--- src/rtl/decode_pkg.sv ---
// Shared definitions for the MIPS decode stage: opcodes, control field
// widths, control bit positions and the main control decode function.
package decode_pkg;

  localparam int WB_W = 2;
  localparam int M_W  = 3;
  localparam int EX_W = 4;

  localparam logic [5:0] OP_RTYPE = 6'h00;
  localparam logic [5:0] OP_LW    = 6'h23;
  localparam logic [5:0] OP_SW    = 6'h2B;
  localparam logic [5:0] OP_BEQ   = 6'h04;
  localparam logic [5:0] OP_ADDI  = 6'h08;

  // WB field bits
  localparam int WB_REGWRITE = 1;
  localparam int WB_MEMTOREG = 0;
  // M field bits
  localparam int M_BRANCH   = 2;
  localparam int M_MEMWRITE = 1;
  localparam int M_MEMREAD  = 0;
  // EX field bits
  localparam int EX_ALUOP_HI = 3;
  localparam int EX_ALUOP_LO = 2;
  localparam int EX_REGDST   = 1;
  localparam int EX_ALUSRC   = 0;

  typedef struct packed {
    logic [WB_W-1:0] wb;
    logic [M_W-1:0]  m;
    logic [EX_W-1:0] ex;
  } ctrl_t;

  // Main control: unknown opcodes decode to all-zero controls (a NOP).
  function automatic ctrl_t decode_ctrl(input logic [5:0] opcode);
    ctrl_t c;
    c = '0;
    case (opcode)
      OP_RTYPE: begin
        c.wb[WB_REGWRITE]               = 1'b1;
        c.ex[EX_ALUOP_HI:EX_ALUOP_LO]   = 2'b10;
        c.ex[EX_REGDST]                 = 1'b1;
      end
      OP_LW: begin
        c.wb[WB_REGWRITE] = 1'b1;
        c.wb[WB_MEMTOREG] = 1'b1;
        c.m[M_MEMREAD]    = 1'b1;
        c.ex[EX_ALUSRC]   = 1'b1;
      end
      OP_SW: begin
        c.m[M_MEMWRITE] = 1'b1;
        c.ex[EX_ALUSRC] = 1'b1;
      end
      OP_BEQ: begin
        c.m[M_BRANCH]                 = 1'b1;
        c.ex[EX_ALUOP_HI:EX_ALUOP_LO] = 2'b01;
      end
      OP_ADDI: begin
        c.wb[WB_REGWRITE] = 1'b1;
        c.ex[EX_ALUSRC]   = 1'b1;
      end
      default: c = '0;
    endcase
    return c;
  endfunction

endpackage

--- src/rtl/decode_regfile.sv ---
// Register file for the decode stage: two combinational read ports, one
// write port, $0 hardwired to zero, write-through bypass so a register
// written this cycle is read with its new value. Synchronous active-low reset.
module decode_regfile #(
  parameter int NUM_REGS = 32
) (
  input  logic        clk,
  input  logic        rst_n,
  input  logic [4:0]  i_raddr1,
  input  logic [4:0]  i_raddr2,
  output logic [31:0] o_rdata1,
  output logic [31:0] o_rdata2,
  input  logic        i_we,
  input  logic [4:0]  i_waddr,
  input  logic [31:0] i_wdata
);

  localparam int AW = (NUM_REGS > 1) ? $clog2(NUM_REGS) : 1;

  logic [31:0] r_regs [NUM_REGS];
  logic        w_wr_en;
  logic        w_hit1;
  logic        w_hit2;

  assign w_wr_en = i_we && (i_waddr != 5'd0);
  assign w_hit1  = w_wr_en && (i_waddr == i_raddr1);
  assign w_hit2  = w_wr_en && (i_waddr == i_raddr2);

  // Storage: cleared on reset, written on enable except for $0
  always_ff @(posedge clk) begin
    if (!rst_n) begin
      for (int i = 0; i < NUM_REGS; i++) r_regs[i] <= '0;
    end else if (w_wr_en) begin
      r_regs[i_waddr[AW-1:0]] <= i_wdata;
    end
  end

  assign o_rdata1 = (i_raddr1 == 5'd0) ? 32'd0 :
                    w_hit1             ? i_wdata : r_regs[i_raddr1[AW-1:0]];
  assign o_rdata2 = (i_raddr2 == 5'd0) ? 32'd0 :
                    w_hit2             ? i_wdata : r_regs[i_raddr2[AW-1:0]];

endmodule

--- src/rtl/decode_stage.sv ---
// MIPS ID stage: register file, main control decode, load-use hazard
// detection and the registered ID/EX bundle. A bubble is all-zero WB/M/EX.
// Optional macro DECODE_PERF_EN adds saturating stall / issue counters.
module decode_stage
  import decode_pkg::*;
#(
  parameter int NUM_REGS = 32,
  parameter int PC_W     = 32
) (
  input  logic             clk,
  input  logic             rst_n,
  input  logic [63:0]      in_IF_ID,
  input  logic             in_wb_reg_write,
  input  logic [4:0]       in_wb_write_reg,
  input  logic [31:0]      in_wb_write_data,
  input  logic             in_ex_mem_read,
  input  logic [4:0]       in_ex_rt,
  input  logic             in_flush,
  output logic             out_stall,
  output logic [WB_W-1:0]  out_WB,
  output logic [M_W-1:0]   out_M,
  output logic [EX_W-1:0]  out_EX,
  output logic [PC_W-1:0]  out_incremented_PC,
  output logic [31:0]      out_regData1,
  output logic [31:0]      out_regData2,
  output logic [31:0]      out_sign_extended_offset,
  output logic [4:0]       out_rt,
  output logic [4:0]       out_rd
`ifdef DECODE_PERF_EN
  ,
  output logic [15:0]      out_stall_count,
  output logic [15:0]      out_instr_count
`endif
);

  logic [31:0] w_instr;
  logic [4:0]  w_rs;
  logic [4:0]  w_rt;
  logic [4:0]  w_rd;
  logic [31:0] w_sext;
  logic [31:0] w_rdata1;
  logic [31:0] w_rdata2;
  logic        w_stall;
  logic        w_bubble;
  ctrl_t       w_ctrl;

  assign w_instr = in_IF_ID[31:0];
  assign w_rs    = w_instr[25:21];
  assign w_rt    = w_instr[20:16];
  assign w_rd    = w_instr[15:11];
  assign w_sext  = {{16{w_instr[15]}}, w_instr[15:0]};
  assign w_ctrl  = decode_ctrl(w_instr[31:26]);

  // Load-use: gated by rst_n so the stall is never raised during reset
  assign w_stall  = rst_n & in_ex_mem_read & (in_ex_rt != 5'd0) &
                    ((in_ex_rt == w_rs) | (in_ex_rt == w_rt));
  assign w_bubble = in_flush | w_stall;
  assign out_stall = w_stall;

  decode_regfile #(.NUM_REGS(NUM_REGS)) u_regfile (
    .clk      (clk),
    .rst_n    (rst_n),
    .i_raddr1 (w_rs),
    .i_raddr2 (w_rt),
    .o_rdata1 (w_rdata1),
    .o_rdata2 (w_rdata2),
    .i_we     (in_wb_reg_write),
    .i_waddr  (in_wb_write_reg),
    .i_wdata  (in_wb_write_data)
  );

  // ID/EX pipeline register; flush or stall zero only the control fields
  always_ff @(posedge clk) begin
    if (!rst_n) begin
      out_WB                   <= '0;
      out_M                    <= '0;
      out_EX                   <= '0;
      out_incremented_PC       <= '0;
      out_regData1             <= '0;
      out_regData2             <= '0;
      out_sign_extended_offset <= '0;
      out_rt                   <= '0;
      out_rd                   <= '0;
    end else begin
      out_WB                   <= w_bubble ? '0 : w_ctrl.wb;
      out_M                    <= w_bubble ? '0 : w_ctrl.m;
      out_EX                   <= w_bubble ? '0 : w_ctrl.ex;
      out_incremented_PC       <= in_IF_ID[32 +: PC_W];
      out_regData1             <= w_rdata1;
      out_regData2             <= w_rdata2;
      out_sign_extended_offset <= w_sext;
      out_rt                   <= w_rt;
      out_rd                   <= w_rd;
    end
  end

`ifdef DECODE_PERF_EN
  logic [15:0] r_stall_count;
  logic [15:0] r_instr_count;

  // Saturating counters of stall cycles and non-bubble issues
  always_ff @(posedge clk) begin
    if (!rst_n) begin
      r_stall_count <= '0;
      r_instr_count <= '0;
    end else begin
      if (w_stall && (r_stall_count != 16'hFFFF))
        r_stall_count <= r_stall_count + 16'd1;
      if (!w_bubble && (r_instr_count != 16'hFFFF))
        r_instr_count <= r_instr_count + 16'd1;
    end
  end

  assign out_stall_count = r_stall_count;
  assign out_instr_count = r_instr_count;
`else
  // Performance counters are not built in this configuration.
`endif

endmodule

--- config.mk ---
export PLATFORM = sky130hd
export DESIGN_NAME = decode_stage
export DESIGN_NICKNAME = d
export VERILOG_FILES = /design/src/rtl/decode_pkg.sv /design/src/rtl/decode_regfile.sv /design/src/rtl/decode_stage.sv
export SDC_FILE = /design/constraint.sdc
export NUM_CORES = 2
export LEC_CHECK = 0
export ABC_CLOCK_PERIOD_IN_PS = 10100
export CORE_MARGIN = 1.5
export CORE_UTILIZATION = 40
export CTS_CLUSTER_SIZE = 12
export DETAILED_ROUTE_END_ITERATION = 16
export GPL_ROUTABILITY_DRIVEN = 0
export GPL_TIMING_DRIVEN = 1
export PLACE_DENSITY = 0.62
export SYNTH_ARGS = -nofsm -noshare
export SYNTH_HDL_FRONTEND = slang
export SYNTH_SLANG_ARGS = --single-unit
--- constraint.sdc ---
create_clock -name clk -period 10.1 [get_ports clk]
set_input_delay 2.02 -clock clk [delete_from_list [all_inputs] [get_ports clk]]
set_output_delay 2.02 -clock clk [all_outputs]
set_load 0.1 [all_outputs]
# Word level (Yosys, flattened, before mapping)
# Memories as Yosys holds them, arrays and structs flattened. A register that Yosys moved wholly into a read port is not among the register bits.
# Index checks and enable logic that the tools add are counted.
# word_totals
ff_bits	67
latch_bits	0
mem_bits_rw	1024
rom_bits	0
input_bits	111
mem_count	1
# classes
add_sub_neg	0
mul	0
div_mod_pow	0
n_lt_le_gt_ge	0
n_eq_ne	6
n_shift	0
n_mux	14
bitwise_logic	6
n_reduce_logical	12
# memory_table
name	depth	width	rd	rd_clocked_by_memory_dff	wr	line_no	text
u_regfile.r_regs	32	32	2	2	32	decode_regfile.sv:20	logic [31:0] r_regs [NUM_REGS];
# ops
operator	n
$mux 32	1
$reduce_or 32->1	1
$eq 6x6->1 const B	2
$mux 1	11
$eq 5x5->1	2
$logic_not 5->1	2
$reduce_bool 5->1	2
$eq 6x3->1 const B	1
$eq 6x4->1 const B	1
$logic_not 6->1	1
$reduce_or 2->1	3
$reduce_or 3->1	2
$mux 5	1
$pmux 2 s2	1
$and 1x1->1	3
$or 1x1->1	2
$logic_and 1x1->1	1
$not 1->1	1

# Longest topological paths before layout
# logic_depth
depth_word	7
ltp_mapped	9

# Cells and area by module
# From an unflattened synthesis, not the netlist that was laid out.
# hier_totals
cells_unflattened	4242
hier_area_um2	59335.7
# by_module_without_submodules
mod	instances	cells_each	area_per_inst_um2	seq_area_each_um2
decode_regfile	1	3928	55603.3	30749.5
decode_stage	1	314	3732.3	2502.4

# Worst setup path before layout
# OpenSTA, ideal clock, no wires.
# synth_timing
kind	input -> output
start	input in_IF_ID[21]
end	output out_stall
t_arrival_ps	4318
required_ps	8080
path_slack_ps	3762
cell_stages	8
n_path_buf	4
cell_sequence	buf_4 > buf_8 > buf_6 > buf_6 > xor2_1 > nor3_1 > a22oi_2 > nor2_1
# synth_via
elab_chain_cells	3
# synth_lines
element	line_no	text
start: declaration	decode_stage.sv:12	input logic [63:0] in_IF_ID,
$eq 5x5->1	decode_stage.sv:56	((in_ex_rt == w_rs) | (in_ex_rt == w_rt));
$or 1x1->1	decode_stage.sv:56	
$and 1x1->1	decode_stage.sv:55	assign w_stall = rst_n & in_ex_mem_read & (in_ex_rt != 5'd0) &
end: declaration	decode_stage.sv:19	output logic out_stall,
# No other way between the ends.

# Final worst setup path
# layout_timing
start	input in_IF_ID[19]
end	output out_stall
# Same word-level chain as after synthesis.

==> flow_metrics.py <==
metrics = {
    "status": {
        "status": "complete, no violations",
    },
    "critical_path": {
        "worst-endpoint-arrival_ps": 4570,
        "reg2reg_to": "out_regData2[7]$_SDFF_PP0_",
        "crit_path_start_kind": "input port",
        "worstSetupPathType": "input port to output port",
        "ff2ff_path_depth": 4,
        "end_kind": "output port",
        "cp_data_required_time_ps": 8080,
        "crit_path_max_fanout": 15,
        "reg2reg_slack_ps": 8150,
        "r2r_start": "u_regfile.r_regs[22][7]$_SDFFCE_PN0P_",
    },
    "die": {
        "io-pin-count": 259,
        "die_width_um": 384,
        "core-area_um2": 144000,
        "rows": 139,
        "die_y_um": 384,
        "dieArea_um2": 148000,
        "initial_utilization_pct": 40.4,
    },
    "sta": {
        "fin_crit_sh_pct": 65.3,
        "finalSetupViolations": 0,
        "skew_ps": 30.2,
        "tightest_slew_ps": 1370,
        "max_slew_margin_pct": 8.47,
        "hold_viol": 0,
        "grt_setup_unrepaired": "false",
        "tns_ps": 0,
        "max_freq_ghz": 0.152,
        "period_needed_ps": 6590,
        "maxSlewViolCount": 0,
    },
    "global_routing": {
        "grt_pass1_vias": 36400,
        "grt_max_degree": 120,
        "grt_remaining_overflow": 0,
        "grt_pass1_wl_um": 289000,
        "grt_usage_pct": 28.2,
        "antenna_found_initial": 41,
    },
    "cts": {
        "cts_made_buffers": 121,
        "postCtsSetupBuffers": 0,
        "cts_tree": "yes",
        "clk_latency_ps": 760,
        "cts_resized": 0,
        "hold_buffers": 0,
        "htreeDepth": 3,
        "clock_path_buffers": 3,
        "cts.sinks": 1149,
        "cts_root_buffer": "clkbuf_16",
        "clk_pin_slew_ps": 60,
    },
    "place": {
        "port_buffers": 258,
        "dp_hpwl_um": 122000,
        "numPlacedInstances": 5773,
    },
    "power_and_ir_drop": {
        "leakage_nw": 22.5,
        "p_clk_share_pct": 37.2,
        "pwr-share-comb_pct": 14.2,
        "p_int_w": 0.00840,
        "irDropWorstVdd_mv": 0.170,
        "p_seq_share_pct": 48.5,
        "switching_share_pct": 27.2,
        "p_sw_w": 0.00314,
        "cellPowerDensity_nw_per_um2": 174,
    },
    "logic_synthesis": {
        "syn_inst": 3906,
        "ys_seq_area_share_pct": 57.2,
        "yosys_warnings": 0,
        "ys_ff_latch": 1149,
        "synth_top_area_share_pct": 52.9,
        "synth_area_leaders": "edfxtp_1 53%, mux4_2 19%, and2_1 11%, dfxtp_1 4.3%, mux2i_1 2.7%",
        "synth-edff-count": 1024,
        "async_reset_ff_share_pct": 0,
        "synth_flop_cell": "edfxtp_1",
        "synth_area_um2": 58100,
        "syn-mean-instance-area_um2": 14.9,
        "synth.distinct_cells": 48,
        "synth_top_cell_by_area": "edfxtp_1",
    },
    "routing": {
        "vias": 37400,
        "drtPass1Iterations": 5,
        "wl_per_cell_um": 35.0,
        "drc": 0,
        "routed_wl_um": 210000,
        "antenna_left": 0,
        "drt_iter0_drc": 5820,
        "routed_via_density": 6.23,
    },
    "final_layout": {
        "syn_to_final_growth_pct": 14.3,
        "fin_nets": 4104,
        "finalNonFillerCells": 6010,
        "fillCellCount": 12300,
        "drive_gt1_share_pct": 20.8,
    },
    "hold_path": {
        "min_path_type": "flip-flop to flip-flop",
        "hold_end": "out_regData2[12]$_SDFF_PP0_",
        "hp-start": "u_regfile.r_regs[3][12]$_SDFFCE_PN0P_",
        "hold_depth": 5,
    },
    "flow_run": {
        "maxCapViolations": 0,
    },
}
==> cell usage in the layout, fill, tap and decap left out, types with 6 or more instances in the layout <==
cell type and instances:
a211oi_1 14, a21oi_1 23, a221oi_1 8, a22oi_1 74, a32o_1 32, and2_1 1045
buf_4 115, clkbuf_1 46, clkbuf_16 123, clkbuf_8 8, clkdlybuf4s50_1 249, clkinv_1 20
clkinv_2 22, conb_1 32, dfxtp_1 125, diode_2 9, edfxtp_1 1024, mux2_2 6
mux2i_1 156, mux4_2 482, nand2_1 115, nand3_1 29, nand4_1 34, nor2_1 43
nor2_4 32, nor3_1 8, o21ai_1 32, o21ai_4 31, o221ai_1 16, o22a_1 32
o22ai_1 46, xnor2_1 7, xor2_1 13
==> worst max-delay path: stages <==
cell and delay, ps:
clkdlybuf4s50_1 480, buf_4 410, xor2_1 120, nor2_1 140
a22oi_2 120, nor2_1 120, clkdlybuf4s50_1 1140
==> area by class of cell <==
cell class / count / area, µm² / share of cell area, %
antenna: 9 / 22.5 / 0.0339
clock buffer: 177 / 3360 / 5.06
inverter: 3 / 11.3 / 0.0170
tap: 1903 / 2380 / 3.58
sequential: 1149 / 33300 / 50.1
multi-input combinational: 2347 / 23600 / 35.5
clock inverter: 51 / 367 / 0.552
timing repair buffer: 371 / 3460 / 5.21
==> power by group through the flow <==
stage          combinational, W  sequential, W  clock, W
2_1_floorplan          0.000813        0.00593         0
3_3_place_gp            0.00162        0.00568         0
3_5_place_dp            0.00163        0.00570         0
4_1_cts                 0.00163        0.00560   0.00434
5_1_grt                 0.00169        0.00563   0.00450
6_report                0.00164        0.00561   0.00430
==> flip-flops by register name (all words and copies together), names as in the netlist <==
| signal | flops |
|---|---|
| out_EX | 4 |
| out_M | 2 |
| out_WB | 2 |
| out_incremented_PC | 32 |
| out_regData1 | 32 |
| out_regData2 | 32 |
| out_rt | 5 |
| out_sign_extended_offset | 16 |
| u_regfile.r_regs | 1024 |
==> metrics by stage <==
| step | setup slack, ps | total power [W] | utilization (%) | hold WS [ps] | instance area, µm² |
|---|---|---|---|---|---|
| after floorplan | 3760 | 0.00674 | - | 769 | 58200 |
| after global placement | 3480 | 0.00730 | 43.6 | 830 | 62700 |
| after detailed placement | 3510 | 0.00733 | 43.6 | 835 | 62700 |
| after CTS | 3490 | 0.0116 | 46.2 | 855 | 66400 |
| after global routing | 3370 | 0.0118 | 46.2 | 901 | 66400 |
| final | 3510 | 0.0115 | 46.2 | 856 | 66400 |
==> cells by family after synthesis <==
logic type	share of synthesized area, %
multiplexers	21.5
AND/OR/NAND/NOR	13.5
AO/OA/AOI/OAI	3.95
XOR/XNOR	0.301
buffers and inverters	3.54
flip-flops	57.2
other	0.00645
==> synth_stat cells, types with 34 or more instances <==
cell,instances
nand4_1,34
and2_1,1046
mux4_2,482
edfxtp_1,1024
a22oi_1,74
nor2_1,75
buf_2,68
nand2_1,115
o22ai_1,46
buf_4,41
clkbuf_1,284
dfxtp_1,125
mux2i_1,156
==> worst max-delay path by stage <==
stage	startpoint	to	slack (ps)	cells past startpoint
floorplan	in_IF_ID[21]	out_stall	3760	8
global placement	in_IF_ID[19]	out_stall	3480	7
detailed placement	in_IF_ID[19]	out_stall	3510	7
CTS	in_IF_ID[19]	out_stall	3490	7
global route	in_IF_ID[19]	out_stall	3370	7
finish	in_IF_ID[19]	out_stall	3510	7
==> routing by layer <==
metal	wire, µm	GRT usage, %	part of all wire [%]
met1	79300	37.7	38
met2	95700	43.6	46
met3	26500	8.30	13
met4	8610	10.4	4.1
met5	140	0	0.067
Power figures use the tool's default switching activity.
